<file path="src/rtl/lcd_frame_scheduler.sv">
// Frame RAM arbiter: render window grants renderer writes, refresh window hands the RAM to the LCD Driver.
// Optional stall counter built only when LCD_SCHED_STALL_CNT_EN is defined.
module lcd_frame_scheduler #(
    parameter int ADDR_W         = 10,
    parameter int DATA_W         = 8,
    parameter int FRAME_CYCLES   = 500000,
    parameter int REFRESH_CYCLES = 200000,
    parameter int START_LEN      = 5
) (
    input  logic              clk,
    input  logic              rst,
    output logic              drv_start_o,
    input  logic [ADDR_W-1:0] drv_addr_i,
    output logic [DATA_W-1:0] drv_data_o,
    input  logic              wr_req_i,
    input  logic [ADDR_W-1:0] wr_addr_i,
    input  logic [DATA_W-1:0] wr_data_i,
    output logic              wr_ack_o,
    output logic              render_ok_o,
    output logic              frame_tick_o,
    output logic [ADDR_W-1:0] ram_addr_o,
    output logic              ram_we_o,
    output logic [DATA_W-1:0] ram_wdata_o,
    input  logic [DATA_W-1:0] ram_rdata_i,
    output logic [15:0]       stall_cnt_o
);

    localparam int CNT_W = (FRAME_CYCLES > 1) ? $clog2(FRAME_CYCLES) : 1;
    localparam int RS    = FRAME_CYCLES - REFRESH_CYCLES;

    localparam logic [CNT_W-1:0] LAST_CNT     = CNT_W'(FRAME_CYCLES - 1);
    localparam logic [CNT_W-1:0] PRE_LAST_CNT = CNT_W'(FRAME_CYCLES - 2);
    localparam logic [CNT_W-1:0] PRE_START    = CNT_W'(RS - 1);
    localparam logic [CNT_W-1:0] PRE_REFRESH  = CNT_W'(RS + START_LEN - 1);

    typedef enum logic [1:0] {
        ST_RENDER  = 2'd0,
        ST_START   = 2'd1,
        ST_REFRESH = 2'd2
    } state_t;

    state_t             state_q, state_d;
    logic [CNT_W-1:0]   frame_cnt_q, frame_cnt_d;
    logic               drv_start_q, drv_start_d;
    logic               frame_tick_q, frame_tick_d;
    logic               grant;

    always_ff @(posedge clk) begin
        if (rst) begin
            state_q      <= ST_RENDER;
            frame_cnt_q  <= '0;
            drv_start_q  <= 1'b0;
            frame_tick_q <= 1'b0;
        end else begin
            state_q      <= state_d;
            frame_cnt_q  <= frame_cnt_d;
            drv_start_q  <= drv_start_d;
            frame_tick_q <= frame_tick_d;
        end
    end

    // State changes are decided one count early so state_q lines up with frame_cnt_q.
    always_comb begin
        frame_cnt_d = (frame_cnt_q == LAST_CNT) ? '0 : frame_cnt_q + 1'b1;
        state_d     = state_q;
        case (state_q)
            ST_RENDER:  if (frame_cnt_q == PRE_START)   state_d = ST_START;
            ST_START:   if (frame_cnt_q == PRE_REFRESH) state_d = ST_REFRESH;
            ST_REFRESH: if (frame_cnt_q == LAST_CNT)    state_d = ST_RENDER;
            default:                                    state_d = ST_RENDER;
        endcase
    end

    always_comb begin
        drv_start_d  = (state_d == ST_START);
        frame_tick_d = (frame_cnt_q == PRE_LAST_CNT);
        grant        = wr_req_i && (state_q == ST_RENDER) && !rst;
        render_ok_o  = (state_q == ST_RENDER);
        drv_start_o  = drv_start_q;
        frame_tick_o = frame_tick_q;
        wr_ack_o     = grant;
        ram_we_o     = grant;
        ram_addr_o   = grant ? wr_addr_i : drv_addr_i;
        ram_wdata_o  = wr_data_i;
        drv_data_o   = ram_rdata_i;
    end

`ifdef LCD_SCHED_STALL_CNT_EN
    logic [15:0] stall_cnt_q, stall_cnt_d;

    always_ff @(posedge clk) begin
        if (rst) begin
            stall_cnt_q <= '0;
        end else begin
            stall_cnt_q <= stall_cnt_d;
        end
    end

    // Cleared on the edge after the frame tick, so the first cycle of a frame reads 0.
    always_comb begin
        stall_cnt_d = stall_cnt_q;
        if (frame_tick_q) begin
            stall_cnt_d = '0;
        end else if (wr_req_i && !grant && (stall_cnt_q != 16'hFFFF)) begin
            stall_cnt_d = stall_cnt_q + 16'd1;
        end
    end

    assign stall_cnt_o = stall_cnt_q;
`else
    assign stall_cnt_o = '0;
`endif

endmodule
</file>
<file path="config.mk">
export PLATFORM = sky130hd
export DESIGN_NAME = lcd_frame_scheduler
export DESIGN_NICKNAME = d
export VERILOG_FILES = /design/src/rtl/lcd_frame_scheduler.sv
export SDC_FILE = /design/constraint.sdc
export NUM_CORES = 1
export LEC_CHECK = 0
export ABC_CLOCK_PERIOD_IN_PS = 2900
export CAP_MARGIN = 20
export CORE_ASPECT_RATIO = 0.9
export CORE_UTILIZATION = 35
export CTS_BUF_LIST = sky130_fd_sc_hd__clkbuf_2 sky130_fd_sc_hd__clkbuf_4 sky130_fd_sc_hd__clkbuf_8
export DETAILED_ROUTE_END_ITERATION = 8
export MAX_ROUTING_LAYER = met4
export PLACE_DENSITY = 0.84
export SLEW_MARGIN = 20
export SYNTH_ARGS = -nofsm -noshare
export SYNTH_HDL_FRONTEND = slang
export SYNTH_SLANG_ARGS = --single-unit
export TNS_END_PERCENT = 1
</file>
<file path="constraint.sdc">
create_clock -name clk -period 2.9 [get_ports clk]
set_input_delay 0.58 -clock clk [delete_from_list [all_inputs] [get_ports clk]]
set_output_delay 0.58 -clock clk [all_outputs]
set_load 0.005 [all_outputs]
</file>
Yosys cells after proc, flatten, opt, wreduce, memory -nomap -nowiden

Cells that the tools add are included.

Register bits: 23
Logic and storage cells: 22

Reduce and logical (&&, ||, !) cells: 5
Equal/unequal tests: 7
$add $sub $neg: 1
Muxes and demuxes: 5

Operators by type and width:

| kind                                                                  | count |
|---|---|
| 19-bit equality test, second input constant                           | 4 |
| 19-bit by 1-bit adder with 19-bit output, second input constant       | 1 |
| 10-bit 2-to-1 mux                                                     | 1 |
| 2-bit 2-to-1 mux                                                      | 3 |
| 2-bit case mux with 3 select lines                                    | 1 |
| 2-bit by 1-bit equality test with 1-bit output, second input constant | 2 |
| 2-bit equality test, second input constant                            | 1 |
| 1-bit logical AND                                                     | 2 |
| 2-bit logical NOT                                                     | 1 |
| 2-bit OR reduction                                                    | 1 |
| 1-bit logical NOT                                                     | 1 |

Longest topological paths before layout

Gate-level depths: netlist of run 1.

Depth after elaboration: 4
Gate-level depth with buffers: 6
Gate-level depth less buffers: 5

Least setup slack after synthesis of run 1

OpenSTA, ideal clock, no wires.

Kind: input-to-output
Start: input port rst
End: output port ram_addr_o[0]
Data arrival time: 1823 ps
Stages on the path: 5
Data required time: 2320 ps
Path slack: 497 ps
Path through: clkbuf_1 -> nor3_1 -> and2_1 -> clkbuf_1 -> mux2_2

Longest elaborated chain between the ends: 3

RTL lines:

| what               | RTL line | source |
|---|---|---|
| start: declaration | 11       | `input logic rst,` |
| 1-bit logical NOT  | 77       | `grant = wr_req_i && (state_q == ST_RENDER) && !rst;` |
| 1-bit logical AND  | 77       |  |
| net ram_we_o       | 22       | `output logic ram_we_o,` |
| 10-bit 2-to-1 mux  | 83       | `ram_addr_o = grant ? wr_addr_i : drv_addr_i;` |
| end: declaration   | 21       | `output logic [ADDR_W-1:0] ram_addr_o,` |

The timed path passes the listed nets, and every way through them passes these cells.

Worst setup path after layout of run 1

Start: input port rst
End: output port ram_addr_o[8]

Longest elaborated chain between the ends: 3

RTL lines:

| what              | RTL line |
|---|---|
| 1-bit logical NOT | 77 |
| 1-bit logical AND | 77 |
| 10-bit 2-to-1 mux | 83 |

No other way between the ends.

==> results of run 1 <==
synthesized netlist by cell type:
cell type | number | share of area
a21o_1 | 1 | 0.0051
a21oi_1 | 2 | 0.0067
and2_1 | 1 | 0.0042
and3_1 | 2 | 0.0084
and4_1 | 1 | 0.0059
buf_2 | 3 | 0.010
buf_4 | 33 | 0.17
buf_6 | 1 | 0.0076
clkbuf_1 | 3 | 0.0076
conb_1 | 1 | 0.0025
dfxtp_1 | 23 | 0.31
ha_1 | 3 | 0.025
inv_1 | 6 | 0.015
mux2_2 | 10 | 0.076
nand2_1 | 5 | 0.013
nand3_1 | 5 | 0.017
nand4_1 | 9 | 0.038
nand4b_1 | 1 | 0.0059
nand4bb_1 | 1 | 0.0076
nor2_1 | 21 | 0.053
nor2b_1 | 1 | 0.0042
nor3_1 | 6 | 0.020
nor4_1 | 3 | 0.013
nor4bb_1 | 1 | 0.0067
o211a_1 | 1 | 0.0067
o21ai_0 | 2 | 0.0067
o21bai_4 | 1 | 0.013
o41ai_1 | 2 | 0.012
or3_1 | 3 | 0.013
or4_1 | 2 | 0.010
or4_4 | 1 | 0.0076
or4b_1 | 1 | 0.0067
or4b_2 | 1 | 0.0067
xnor2_1 | 9 | 0.053
xor2_1 | 6 | 0.035
cells by family (layout without fill, tap and decap cells):
| logic type | count (synthesis) | after routing | synth area share |
|---|---|---|---|
| and+or+nand+nor | 65 | 65 | 0.240 |
| adders and majority gates | 3 | 3 | 0.0253 |
| buffers and inverters | 46 | 51 | 0.207 |
| AOI/OAI and AO/OA | 9 | 9 | 0.0498 |
| xor gates and xnor gates | 15 | 15 | 0.0885 |
| other | 1 | 16 | 0.00253 |
| muxes | 10 | 10 | 0.0759 |
| DFF | 23 | 23 | 0.310 |
per-layer routing:
layer  share of wire  track usage  vias to the layer above
met1            0.45        0.152                      529
met3           0.050       0.0394                        4
li1                -            -                      579
met5               0            -                        -
met4           0.010       0.0325                        0
met2            0.49        0.221                       31
critical path, cell delays in order:
cell and delay, ns:
clkdlybuf4s50_1 0.44, nor3_2 0.15, and2_4 0.18, buf_12 0.13
mux2_2 0.34, clkdlybuf4s50_1 0.45
stage by stage:
step / instance area (um^2) / power (uW) / util / setup TNS [ns] / hold WS (ns)
2_1_floorplan: 1540 / 403 / - / 0 / 0.449
3_3_place_gp: 1730 / 429 / 0.424 / 0 / 0.473
3_5_place_dp: 1730 / 431 / 0.424 / 0 / 0.483
4_1_cts: 1780 / 636 / 0.436 / 0 / 0.502
5_1_grt: 1780 / 660 / 0.438 / -0.00650 / 0.542
6_report: 1780 / 630 / 0.438 / 0 / 0.497
how the worst max path moves through the flow:
stage               slack [ns]  from             to  cells after the start
CTS                     0.0006   rst  ram_addr_o[8]                      6
global route            -0.004   rst  ram_addr_o[8]                      6
finish                    0.06   rst  ram_addr_o[8]                      6
detailed placement       0.008   rst  ram_addr_o[8]                      6
global placement          0.02   rst  ram_addr_o[2]                      6
floorplan                 0.50   rst  ram_addr_o[0]                      5
power breakdown:
part | internal [uW] | total, uW | switching, uW | leakage, uW
combinational | 68.0 | 100 | 32.2 | 0.000440
sequential | 319 | 325 | 5.50 | 0.000186
clock | 107 | 206 | 98.3 | 0.0000262
total | 494 | 630 | 136 | 0.000652
registers in the layout, indices dropped and copies added (netlist names):
register / count
drv_start_o: 1
state_q: 2
frame_tick_o: 1
frame_cnt_q: 19
area by class of cell:
class / count / area, um^2
inverters: 6 / 22.5
clock buffers: 4 / 48.8
well taps: 48 / 60.1
repair buffers: 41 / 413
flip-flops and latches: 23 / 460
multi-input cells: 118 / 779
fillers: 398 / 2290
==> flow_metrics.env, run 1 <==
export IMPL_status="complete, but fails checks"
export IMPL_violations="design-rule violations"
export IMPL_hold_viol=0
export IMPL_ios=86
export IMPL_cts_sinks=23
export IMPL_viasPerCell=4.76
export IMPL_grt_pass1_wl_um=4580
export IMPL_cts_root_buffer="clkbuf_8"
export IMPL_clk_pin_slew_ns=0.07
export IMPL_finalWirelength_um=2870
export IMPL_finalMaxSlewViolations=0
export IMPL_max_cap_violations=0
export IMPL_worstHoldStart="frame_cnt_q[0]$_SDFF_PP0_"
export IMPL_finalCritPeriodShare=0.981
export IMPL_critPathKind="in -> out"
export IMPL_setup_slack_ns=0.0564
export IMPL_max_clock_path_buffers=2
export IMPL_core_area_um2=4070
export IMPL_dr_total_vias=1143
export IMPL_first_pass_iters=6
export IMPL_period_minus_slack_ns=2.84
export IMPL_ir_worst_vdd_mv=0.148
export IMPL_place_port_buffers=37
export IMPL_whs_endpoint="frame_cnt_q[0]$_SDFF_PP0_"
export IMPL_drtIter0Drc=66
export IMPL_cts_setup_buffers=0
export IMPL_r2r_cells=4
export IMPL_n_antenna_cell=0
export IMPL_std_cell_rows=22
export IMPL_place_ws_ns=0.00808
export IMPL_ys_seq_area_frac=0.310
export IMPL_drive_above_1_share=0.120
export IMPL_arrival_ns=2.26
export IMPL_gp_congestion=0.783
export IMPL_ant_nets=0
export IMPL_power_density_nw_per_um2=353
export IMPL_synth_cell_type_count=35
export IMPL_setup_viol=0
export IMPL_ys_warn_count=0
export IMPL_min_path_cells=1
export IMPL_postSynthCellCount=172
export IMPL_rr_endpoint="frame_cnt_q[17]$_SDFF_PP0_"
export IMPL_dieArea_um2=4500
export IMPL_post_drt_wl_per_cell_um=12.0
export IMPL_synth_area_um2=1480
export IMPL_area_delta_synth_final_pct=20.2
export IMPL_dp_hpwl_um=2080
export IMPL_insertion_delay_ns=0.26
export IMPL_cp_end_kind="output pin"
export IMPL_synth_seq_cells=23
export IMPL_drc=6
export IMPL_layout_cells_non_filler=240
export IMPL_rr_startpoint="frame_cnt_q[4]$_SDFF_PP0_"
export IMPL_dieWidth_um=70.6
export IMPL_h_tree_depth=1
export IMPL_postCtsHoldBufs=0
export IMPL_cts_tree="yes"
export IMPL_overflow=0
export IMPL_nNetsFinal=235
export IMPL_critPathMaxFanout=12
export IMPL_worstSetupStartpointType="primary input"
export IMPL_cts_resized=0
export IMPL_ff2ff_setup_slack_ns=0.83
export IMPL_avgSynthCellArea_um2=8.63
export IMPL_grt_pass1_vias=1023
export IMPL_cp_required_ns=2.32
export IMPL_initial_core_util=0.364
export IMPL_fin_skew_ns=0.00490
export IMPL_grt_usage=0.131
export IMPL_mostFrequentLayoutCells="clkdlybuf4s50_1 (37), dfxtp_1 (23), nor2_1 (21)"
export IMPL_die_h_um=63.8
export IMPL_dpl_cell_count=236
export IMPL_hold_class="reg -> reg"
export IMPL_grt_max_degree=18
export IMPL_cts_buffers=3
export IMPL_grt_antenna_before_repair=0
export IMPL_timing_fmax_mhz=352
export IMPL_final_common_cell="clkdlybuf4s50_1"
export IMPL_p_leak_uw=0.000652
Power figures use the tool's default switching activity.
==> run 2: changes to the inputs <==
Settings changed: ABC_CLOCK_PERIOD_IN_PS 2900 to 3650.
Clock period 2.9 ns to 3.65 ns, I/O delays scaled along.
==> flow_metrics.env, run 2 (synthesis results as in run 1) <==
export IMPL_status="complete, but fails checks"
export IMPL_violations="design-rule violations"
export IMPL_power_total_uw=499
export IMPL_first_pass_iters=6
export IMPL_max_clock_path_buffers=2
export IMPL_nNetsFinal=232
export IMPL_cts_setup_buffers=0
export IMPL_die_h_um=63.8
export IMPL_gp_congestion=0.781
export IMPL_grt_pass1_vias=1035
export IMPL_place_port_buffers=37
export IMPL_hold_viol=0
export IMPL_drtIter0Drc=70
export IMPL_initial_core_util=0.364
export IMPL_timing_critical_path_buf_inv=2
export IMPL_cts_resized=0
export IMPL_post_drt_wl_per_cell_um=11.8
export IMPL_tns_ns=0
export IMPL_mostFrequentLayoutCells="clkdlybuf4s50_1 (37), dfxtp_1 (23), nor2_1 (21)"
export IMPL_switchingPower_uw=109
export IMPL_grt_max_degree=18
export IMPL_p_int_uw=390
export IMPL_pwr_share_seq=0.516
export IMPL_timing_fmax_mhz=293
export IMPL_core_area_um2=4070
export IMPL_ff2ff_setup_slack_ns=1.53
export IMPL_cts_tree="yes"
export IMPL_p_clk_frac=0.333
export IMPL_critPathSlowestCell="and2_1"
export IMPL_grt_pass1_wl_um=4600
export IMPL_largest_reg_flops=19
export IMPL_dieArea_um2=4500
export IMPL_h_tree_depth=1
export IMPL_worstSetupStartpointType="primary input"
export IMPL_cp_end_kind="output pin"
export IMPL_fin_skew_ns=0.00144
export IMPL_path_cells="clkdlybuf4s50_1 > nor3_1 > and2_1 > mux2_2 > clkdlybuf4s50_1"
export IMPL_crit_family="buffers and inverters"
export IMPL_ant_nets=0
export IMPL_largestRegisters="frame_cnt_q: 19 flops, state_q: 2 flops"
export IMPL_grt_antenna_before_repair=0
export IMPL_critPathMaxFanout=12
export IMPL_postCtsHoldBufs=0
export IMPL_area_delta_synth_final_pct=17.4
export IMPL_finalWirelength_um=2790
export IMPL_n_antenna_cell=0
export IMPL_clk_pin_slew_ns=0.08
export IMPL_cts_root_buffer="clkbuf_8"
export IMPL_switching_share=0.219
export IMPL_drc=6
export IMPL_arrival_ns=2.68
export IMPL_overflow=0
export IMPL_std_cell_rows=22
export IMPL_cts_sinks=23
export IMPL_setup_viol=0
export IMPL_final_common_cell="clkdlybuf4s50_1"
export IMPL_finalCritPeriodShare=0.935
export IMPL_cp_required_ns=2.92
export IMPL_slowest_delay_ns=0.47
export IMPL_drive_above_1_share=0.0952
export IMPL_largest_register="frame_cnt_q"
export IMPL_period_minus_slack_ns=3.41
export IMPL_viasPerCell=4.78
export IMPL_p_comb_frac=0.151
export IMPL_dieWidth_um=70.6
export IMPL_insertion_delay_ns=0.27
export IMPL_grt_usage=0.136
export IMPL_dr_total_vias=1132
export IMPL_p_leak_uw=0.000629
export IMPL_dp_hpwl_um=2090
export IMPL_hold_class="reg -> reg"
export IMPL_ir_worst_vdd_mv=0.145
export IMPL_critPathKind="in -> out"
export IMPL_finalMaxSlewViolations=0
export IMPL_power_density_nw_per_um2=286
export IMPL_rsz0062_at_grt="false"
export IMPL_ios=86
export IMPL_cts_buffers=3
export IMPL_cp_common_cell="clkdlybuf4s50_1"
export IMPL_max_cap_violations=0
run 2: worst reg2reg max path: stages (launching register included):
cell and delay [ns]:
dfxtp_1 0.41, ha_1 0.23, nand3_1 0.29, or4_1 0.66, or3_1 0.33, a21oi_1 0.14
run 2: power groups by stage:
stage / Sequential (uW) / Combinational, uW / Clock (uW)
floorplan: 262 / 58.7 / 0
global placement: 264 / 73.3 / 0
detailed placement: 264 / 75.3 / 0
CTS: 258 / 75.8 / 172
global route: 259 / 81.4 / 187
finish: 258 / 75.1 / 166
run 2: final timing paths:
| check | startpoint | to | depth (start not counted) |
|---|---|---|---|
| max | rst | ram_addr_o[1] | 5 |
| min | frame_cnt_q[0]$_SDFF_PP0_ | frame_cnt_q[0]$_SDFF_PP0_ | 1 |
| max reg2reg | frame_cnt_q[1]$_SDFF_PP0_ | frame_cnt_q[18]$_SDFF_PP0_ | 5 |
| min reg2reg | frame_cnt_q[0]$_SDFF_PP0_ | frame_cnt_q[0]$_SDFF_PP0_ | 1 |
run 2: final cells by class:
class                      instances  area, um^2
multi-input combinational        118         772
sequential                        23         460
inverter                           6        22.5
timing repair buffer              38         378
clock buffer                       4        48.8
fill                             396        2330
tap                               48        60.1
run 2: layer usage:
metal,vias up,track usage,part of all wire
met2,22,0.199,0.48
met1,527,0.157,0.45
li1,574,-,-
met3,9,0.0489,0.045
met5,-,-,0
met4,0,0.0925,0.030
run 2: per-stage QoR:
step	setup WS [ns]	hold WS, ns	cell area [um^2]	utilization	instances
3_3_place_gp	0.304	0.467	1690	0.416	233
5_1_grt	0.141	0.562	1740	0.428	237
6_report	0.239	0.493	1740	0.428	237
4_1_cts	0.247	0.505	1740	0.428	237
3_5_place_dp	0.258	0.486	1690	0.416	233
2_1_floorplan	0.947	0.449	1540	-	187
